$ cat src/rtl/serial_alu.sv
// serial_alu: bit-serial ALU. Operands are captured on an accepted start,
// then processed LSB first, one bit per clock, through a single 1-bit slice
// and a carry flop. The parallel result and the per-bit carry vector are
// presented together with a one-cycle done pulse.
//
// Ports:
//   clk    rising-edge clock
//   rst_n  asynchronous active-low reset
//   start  operation request, only looked at in IDLE
//   A, B   WIDTH-bit operands, captured on accepted start
//   S      4-bit function select, captured
//   M      mode: 1 = logic, 0 = arithmetic, captured
//   Pin    carry-in for bit 0 (arithmetic mode only), captured
//   busy   high while an operation is in progress
//   done   one-cycle pulse, R/P hold a new result
//   R      registered result
//   P      registered carry-out of each bit; P[WIDTH-1] is the word carry
//
// state | meaning
// IDLE  | waiting for start
// RUN   | one operand bit processed per edge, LSB first
// DONE  | R/P just updated, done pulse for one cycle
module serial_alu #(
  parameter int WIDTH = 4
) (
  input  logic             clk,
  input  logic             rst_n,
  input  logic             start,
  input  logic [WIDTH-1:0] A,
  input  logic [WIDTH-1:0] B,
  input  logic [3:0]       S,
  input  logic             M,
  input  logic             Pin,
  output logic             busy,
  output logic             done,
  output logic [WIDTH-1:0] R,
  output logic [WIDTH-1:0] P
);

  localparam int CW = (WIDTH > 1) ? $clog2(WIDTH) : 1;
  localparam logic [CW-1:0] LAST = CW'(WIDTH - 1);

  typedef enum logic [1:0] {IDLE, RUN, DONE} state_t;

  state_t state, state_nxt;

  logic [WIDTH-1:0] a_sr, b_sr, r_sr, p_acc;
  logic [WIDTH-1:0] r_nxt, p_nxt;
  logic [3:0]       s_q;
  logic             m_q;
  logic             c_q;
  logic [CW-1:0]    cnt;

  logic a_i, b_i, x, y, r_i, cout;
  logic accept, last_bit;

  assign accept   = (state == IDLE) && start;
  assign last_bit = (state == RUN) && (cnt == LAST);

  always_ff @(posedge clk or negedge rst_n) begin
    if (!rst_n) state <= IDLE;
    else        state <= state_nxt;
  end

  always_comb begin
    state_nxt = state;
    busy      = 1'b0;
    done      = 1'b0;
    case (state)
      IDLE: if (start) state_nxt = RUN;
      RUN: begin
        busy = 1'b1;
        if (cnt == LAST) state_nxt = DONE;
      end
      DONE: begin
        done      = 1'b1;
        state_nxt = IDLE;
      end
      default: state_nxt = IDLE;
    endcase
  end

  // single 1-bit ALU slice
  assign a_i = a_sr[0];
  assign b_i = b_sr[0];

  always_comb begin
    x = a_i ^ s_q[2];
    case (s_q[1:0])
      2'b00:   y = 1'b0;
      2'b01:   y = b_i;
      2'b10:   y = ~b_i;
      default: y = 1'b1;
    endcase
    if (m_q) begin
      // S is a truth table indexed by {a,b}
      r_i  = s_q[{a_i, b_i}];
      cout = 1'b0;
    end else begin
      r_i  = x ^ y ^ c_q;
      cout = (x & y) | (x & c_q) | (y & c_q);
    end
  end

  // result enters at the MSB so bit 0 reaches position 0 after WIDTH shifts
  always_comb begin
    r_nxt      = {r_i, r_sr[WIDTH-1:1]};
    p_nxt      = p_acc;
    p_nxt[cnt] = cout;
  end

  always_ff @(posedge clk or negedge rst_n) begin
    if (!rst_n) begin
      a_sr  <= '0;
      b_sr  <= '0;
      r_sr  <= '0;
      p_acc <= '0;
      s_q   <= '0;
      m_q   <= 1'b0;
      c_q   <= 1'b0;
      cnt   <= '0;
      R     <= '0;
      P     <= '0;
    end else if (accept) begin
      a_sr  <= A;
      b_sr  <= B;
      r_sr  <= '0;
      p_acc <= '0;
      s_q   <= S;
      m_q   <= M;
      c_q   <= M ? 1'b0 : Pin;
      cnt   <= '0;
    end else if (state == RUN) begin
      a_sr  <= a_sr >> 1;
      b_sr  <= b_sr >> 1;
      r_sr  <= r_nxt;
      p_acc <= p_nxt;
      c_q   <= cout;
      cnt   <= cnt + 1'b1;
      // outputs only move on the edge entering DONE
      if (last_bit) begin
        R <= r_nxt;
        P <= p_nxt;
      end
    end
  end

endmodule

$ cat config.mk
export PLATFORM = sky130hd
export DESIGN_NAME = serial_alu
export DESIGN_NICKNAME = d
export VERILOG_FILES = /design/src/rtl/serial_alu.sv
export SDC_FILE = /design/constraint.sdc
export NUM_CORES = 1
export LEC_CHECK = 0
export CAP_MARGIN = 0
export CORE_ASPECT_RATIO = 1.25
export CORE_MARGIN = 10
export CORE_UTILIZATION = 55
export CTS_CLUSTER_SIZE = 14
export DETAILED_ROUTE_END_ITERATION = 8
export PLACE_DENSITY_LB_ADDON = 0.08
export SLEW_MARGIN = 20
export SYNTH_ARGS = -nofsm -noshare
export SYNTH_HDL_FRONTEND = slang
export SYNTH_SLANG_ARGS = --single-unit
$ cat constraint.sdc
create_clock -name clk -period 3.7 [get_ports clk]
set_clock_uncertainty 0.15 [all_clocks]
set_input_delay 0.74 -clock clk [delete_from_list [all_inputs] [get_ports clk]]
set_output_delay 0.74 -clock clk [all_outputs]
set_load 0.01 [all_outputs]
==> metrics.md <==
| Metric | Value |
|---|---|
| Hold Crit Depth | `2` |
| Final net count | `179` |
| Critical Path RT | `2.81 ns` |
| I/O pin count | `27` |
| Clock Latency Late Sink | `0.34 ns` |
| Mapped Nets | `149` |
| Syn Std Cell Area | `1510 sq um` |
| Worst-Margin Slew | `0.565 ns` |
| Largest net degree at the start of global routing | `33` |
| Yosys top cell by area | `dfrtp_1` |
| # port buffers | `26` |
| # resized after CTS | `0` |
| Setup TNS | `0 ns` |
| Startpoint Class | `flop` |
| Vias in the first global route | `1041` |
| Worst r2r dst | `p_acc[1]` |
| Synth area leaders | `dfrtp_1, mux2_2, nand2_1` |
| Worst Setup End Kind | `output pin` |
| Yosys reg bits | `32` |
| Post-synth top cells | `dfrtp_1, nand2_1, o21ai_0` |
| Count leader, synth | `dfrtp_1` |
| Synth top area share | `0.529` |
| Met1 Usage GRT | `0.133` |
| Peak Freq | `339 MHz` |
| Grt ovf | `0` |
| Most Used Layer, Global Route | `met2` |
| Hold-fix buffers, CTS | `0` |
| Final Cycle Share | `0.797` |
| Arrival time worst endpoint | `2.06 ns` |
| M2 GR Usage | `0.190` |
| Final Hold Viols | `0` |
| GRT met3 Usage | `0.0384` |
| Yosys cell types | `30` |
| Post-route ant nets | `0` |
| Worst-path maximum fanout | `13` |
| CTS tree | `done` |
| Via density | `5.24` |
| Yosys warnings | `0` |
| Chip Height | `78.7 microns` |
| DP HPWL | `2130 microns` |
| Root buffer cell | `clkbuf_4` |
| Asr flop ratio synth | `1.00` |
| Clock transition at path regs | `0.09 ns` |
| Die area | `5260 sq um` |
| GRT Overall Usage | `0.119` |
| DR iter-0 viols | `44` |
| EDFF count, synth | `0` |
| Outcome | `complete, no violations` |
| Antenna cells | `0` |
| VDD IR-drop max | `462 uV` |
| # rows | `21` |
| Max clock buf depth | `2` |
| Leak | `0.000842 uW` |
| Share of cells above drive strength 1 | `0.166` |
| Antenna violations before repair | `0` |
| Min-delay src | `P[1]` |
| RSZ-0062 raised after global routing | `no` |
| Post-CTS Setup Bufs | `0` |
| CTS H-tree depth | `2` |
| Worst flop-to-flop path startpoint | `b_sr[0]` |
| Setup-failing EPs final | `0` |
| Post-Route WL | `2910 microns` |
| R2R depth | `4` |
| Drc violations | `0` |
| Mean post-synth cell area | `11.9 sq um` |
| Syn Inst Count | `127` |
| Total core area | `2650 sq um` |
| Max-slew headroom | `0.623` |
| Clock buffer count from CTS | `5` |
| Final Wtd Congestion | `0.774` |
| WHS Endpoint | `P[1]` |
| DR vias | `1000` |
| DR WL/cell | `15.2 microns` |
| Final core occ | `0.689` |
| Maximum capacitance violations | `0` |
| Initial Utilization | `0.570` |
| Die width | `66.9 microns` |
| Pwr/cell area | `806 nW/um^2` |
| Router iterations before antenna repair | `4` |
| Reg2Reg Setup Slack | `1.78 ns` |
| Worst Hold Class | `reg2reg` |
| CTS Sinks | `32` |
| Count of final max-slew check failures | `0` |
| Seq/Total Area, Yosys | `0.529` |
| Area grow syn2layout | `20.8%` |
| Fin crit period | `2.95 ns` |
| WS Path Type | `reg2out` |
| Dominant synthesized flop cell | `dfrtp_1` |
| First-pass GRT wire length | `4760 microns` |
==> critical path, cell delays in order (launching register included) <==
cell,delay [ns]
dfrtp_1,0.46
nand2b_2,0.32
inv_1,0.33
clkdlybuf4s50_1,0.61
==> per-stage QoR <==
| step | worst slack [ns] | std cells | instance area, sq um | total power (uW) | hold WS [ns] |
|---|---|---|---|---|---|
| after global routing | 0.634 | 191 | 1830 | 1590 | 0.370 |
| after CTS | 0.723 | 191 | 1830 | 1490 | 0.343 |
| final | 0.752 | 191 | 1830 | 1470 | 0.334 |
| after global placement | 1.16 | 184 | 1780 | 1280 | 0.311 |
| after detailed placement | 1.12 | 184 | 1780 | 1310 | 0.320 |
| after floorplan | 1.92 | 127 | 1510 | 1100 | 0.294 |
==> layout by cell type, fill, tap and decap left out, drive strengths merged, types with 3 or more instances in the layout <==
master / Yosys / routed
mux2i: 4 / 4
a22oi: 6 / 6
dfrtp: 32 / 32
o31ai: 3 / 3
inv: 4 / 4
clkbuf: 0 / 6
clkdlybuf4s50: 0 / 26
nand3b: 3 / 3
ha: 4 / 4
a22o: 3 / 3
nand2: 26 / 26
mux2: 11 / 11
o21ai: 12 / 12
==> how the worst max path moves through the flow <==
| stage | startpoint | endpoint | slack (ns) | cells past startpoint |
|---|---|---|---|---|
| CTS | state[1] | busy | 0.72 | 3 |
| global placement | state[1] | busy | 1.16 | 3 |
| detailed placement | state[1] | busy | 1.12 | 3 |
| floorplan | b_sr[0] | p_acc[0] | 1.92 | 4 |
| global route | state[0] | busy | 0.63 | 3 |
| finish | state[1] | busy | 0.75 | 3 |
==> logic make-up after synthesis <==
logic type | after synthesis | synth area share
flops | 32 | 0.529
compound gates | 29 | 0.132
xor+xnor | 1 | 0.00579
buf+inv | 9 | 0.0421
mux | 15 | 0.113
fa+ha+maj | 5 | 0.0463
simple gates | 36 | 0.131
==> state kept, by name (all words and copies together) (netlist names) <==
register  count
m_q           1
r_sr          3
c_q           1
cnt           2
R             4
P             4
a_sr          4
s_q           4
state         2
b_sr          4
p_acc         3
==> metal layers <==
metal / vias to the layer above / share of wire
li1: 502 / -
met1: 472 / 0.42
met2: 21 / 0.51
met3: 5 / 0.054
met4: 0 / 0.013
met5: - / 0
==> cell type report <==
cell class	instances	area (sq um)
inverter	4	15.0
sequential	32	801
timing repair buffer	28	275
clock buffer	6	41.3
fill	221	825
clock inverter	1	5.00
tap	34	42.5
multi-input combinational	86	649
==> power breakdown <==
part / switching, uW / total [uW] / internal (uW)
Sequential: 122 / 626 / 503
Clock: 116 / 185 / 69.8
Combinational: 318 / 662 / 344
Total: 556 / 1470 / 917
No activity file was read; power rests on OpenSTA's default activity.
==> edit: new RTL, same settings <==
Register the output `done`; this adds one clock of latency there. The other outputs are not delayed to match. Comments in the files are not updated.
--- a/src/rtl/serial_alu.sv
+++ b/src/rtl/serial_alu.sv
@@ -42,6 +42,8 @@
 
   typedef enum logic [1:0] {IDLE, RUN, DONE} state_t;
 
+  logic done_d;
+
   state_t state, state_nxt;
 
   logic [WIDTH-1:0] a_sr, b_sr, r_sr, p_acc;
@@ -65,7 +67,7 @@
   always_comb begin
     state_nxt = state;
     busy      = 1'b0;
-    done      = 1'b0;
+    done_d    = 1'b0;
     case (state)
       IDLE: if (start) state_nxt = RUN;
       RUN: begin
@@ -73,7 +75,7 @@
         if (cnt == LAST) state_nxt = DONE;
       end
       DONE: begin
-        done      = 1'b1;
+        done_d    = 1'b1;
         state_nxt = IDLE;
       end
       default: state_nxt = IDLE;
@@ -145,5 +147,9 @@
     end
   end
 
+  always_ff @(posedge clk) begin
+    done <= done_d;
+  end
+
 endmodule
 
Function: changed (Yosys sat finds a counterexample within 10 cycles, from zero or initial values and one cycle with rst_n low).
==> edit against the original RTL <==
- worst setup slack worse by 0.050 ns
- sequential cell count grew 1
- synthesized cell count is 0.79% higher
- synthesized area is 1.3% higher
- design area rose by 2.4%
- clock power increased by 26%
- power is 4.9% higher
- routed wire length grew 7.8%
- utilization grew 0.96 points
- global-route usage rose by 1.2 points
- critical path type unchanged
- largest cell class unchanged
==> edit: results (changes against the original RTL) <==
- Outcome: finished clean
- Largest net degree at the start of global routing: 33 (unchanged)
- NumNets Final: 180 (+0.56%)
- Static Leak: 0.863 nW (+2.5%)
- Async set or reset register ratio after synthesis: 97.0% (-3.0 points)
- Synthesis Warnings: 0 (unchanged)
- CTS buffer count: 5 (unchanged)
- Share of layout cells above drive strength 1: 17.6% (+1.0 points)
- Post-synth top cells: dfrtp_1, nand2_1, o21ai_0
- First-pass GRT wire length: 5230 um (+9.9%)
- Placed Cells: 185 (+0.54%)
- Antenna diodes: 0 (unchanged)
- GRT Total Usage: 13.0% (+1.2 points)
- Final HPWL DP: 2350 um (+10%)
- Clk buf depth: 2 (unchanged)
- Sequential-to-total area share from yosys stat: 53.5% (+0.61 points)
- Max VDD drop: 0.404 mV (-13%)
- Syn Inst Count: 128 (+0.79%)
- Worst-path fanout max: 13 (unchanged)
- Worst reg2reg path startpoint: b_sr[0]$_DFFE_PN0P_
- Clock transition at path regs: roughly 0.10 ns
- Largest cells by area after synthesis: dfrtp_1, mux2_2, nand2_1
- Worst path top cell family by delay: buffers and inverters
- R2R Setup Slk: around 1.8 ns
- Rel. slew slack: 65.3% (+3.1 points)
- Via density: 5.45 (+4.0%)
- Aggregate routed wire length: 3140 um (+7.8%)
- Post-synth EDFFs: 0 (unchanged)
- R2R Path End: c_q$_DFFE_PN0P_
- Initial antenna violation count: 0 (unchanged)
- Final GP Congestion: 0.756 (-2.4%)
- # port buffers: 26 (unchanged)
- Top FF cell, synth: dfrtp_1
- Hold Crit Depth: 2 (unchanged)
- Hold_sp: b_sr[2]$_DFFE_PN0P_
- Vias in the first global route: 1144 (+9.9%)
- FILL cells: 235 (+6.3%)
- Critical path arrival: 2.11 ns (+0.05 ns)
- Wire per inst: 16.3 um (+6.6%)
- CTS resizes: 0 (unchanged)
- Detailed Route Iter0 Violations: 26 (-41%)
- Synth cell types: 31 (+3.3%)
- Drt first pass iters: 4 (unchanged)
- R2r worst-path depth: 5 (+1)
- Clk_lat worst skew: 0.34 ns (about the same)
- Syn nets: 150 (+0.67%)
- Worst hold path endpoint: b_sr[2]$_DFFE_PN0P_
-- edit: changes by cell type in the layout (fill, tap and decap cells not counted), sizes merged --
cell,before,now
dfxtp,0,1
clkbuf,6,7
-- edit: worst register-to-register path, delay by kind of cell (launching register included) --
family	cells	cell delay, ns
and+or+nand+nor	1	0.28
DFF	1	0.40
muxes	1	0.36
AOI/OAI and AO/OA	2	0.22
adders and majority gates	1	0.39
-- edit: how the worst max path moves through the flow --
stage	from	to	slack [ns]	cells after the start
6_report	state[1]$_DFFE_PN0P_	busy	0.70	3
5_1_grt	state[0]$_DFFE_PN0P_	busy	0.60	3
4_1_cts	state[1]$_DFFE_PN0P_	busy	0.70	3
3_5_place_dp	state[1]$_DFFE_PN0P_	busy	1.10	3
3_3_place_gp	state[1]$_DFFE_PN0P_	busy	1.16	3
2_1_floorplan	b_sr[0]$_DFFE_PN0P_	p_acc[0]$_DFFE_PN0P_	1.92	4
-- edit: per-stage QoR --
step / util [%] / cell area (um2) / total power, W / worst slack, ns / hold slack (ns)
after floorplan: - / 1530 / 0.00111 / 1.92 / 0.294
after global placement: 67.3 / 1800 / 0.00129 / 1.16 / 0.312
after detailed placement: 67.3 / 1800 / 0.00133 / 1.10 / 0.324
after CTS: 69.9 / 1870 / 0.00157 / 0.703 / 0.347
after global routing: 69.9 / 1870 / 0.00166 / 0.604 / 0.380
final: 69.9 / 1870 / 0.00155 / 0.701 / 0.342
-- edit: layer usage --
layer,wire [um],part of all wire [%],global-route usage [%]
met1,1290,41,13.8
met2,1630,52,21.7
met3,161,5.1,4.07
met4,59,1.9,8.02
met5,0,0,0
-- edit: kinds of logic after synthesis --
logic type               Yosys count  share of synthesized area [%]
XOR/XNOR                           1                          0.571
flip-flops                        33                           53.5
multiplexers                      15                           11.2
buffers and inverters              9                           4.16
adder cells (fa/ha/maj)            5                           4.57
AND/OR/NAND/NOR                   36                           13.0
AO/OA/AOI/OAI                     29                           13.0
-- edit: area by class of cell --
class	instances	area share (%)
Clock inverter	1	0.267
Multi-Input combinational cell	86	34.7
Clock buffer	7	3.47
Tap cell	34	2.27
Inverter	4	0.802
Timing Repair Buffer	28	14.7
Sequential cell	33	43.8
-- edit: report_power, final --
part	leakage, nW	switching [W]	internal [W]
clock	0.0413	0.000124	0.000110
combinational	0.406	0.000328	0.000344
sequential	0.416	0.000125	0.000516
total	0.863	0.000577	0.000969
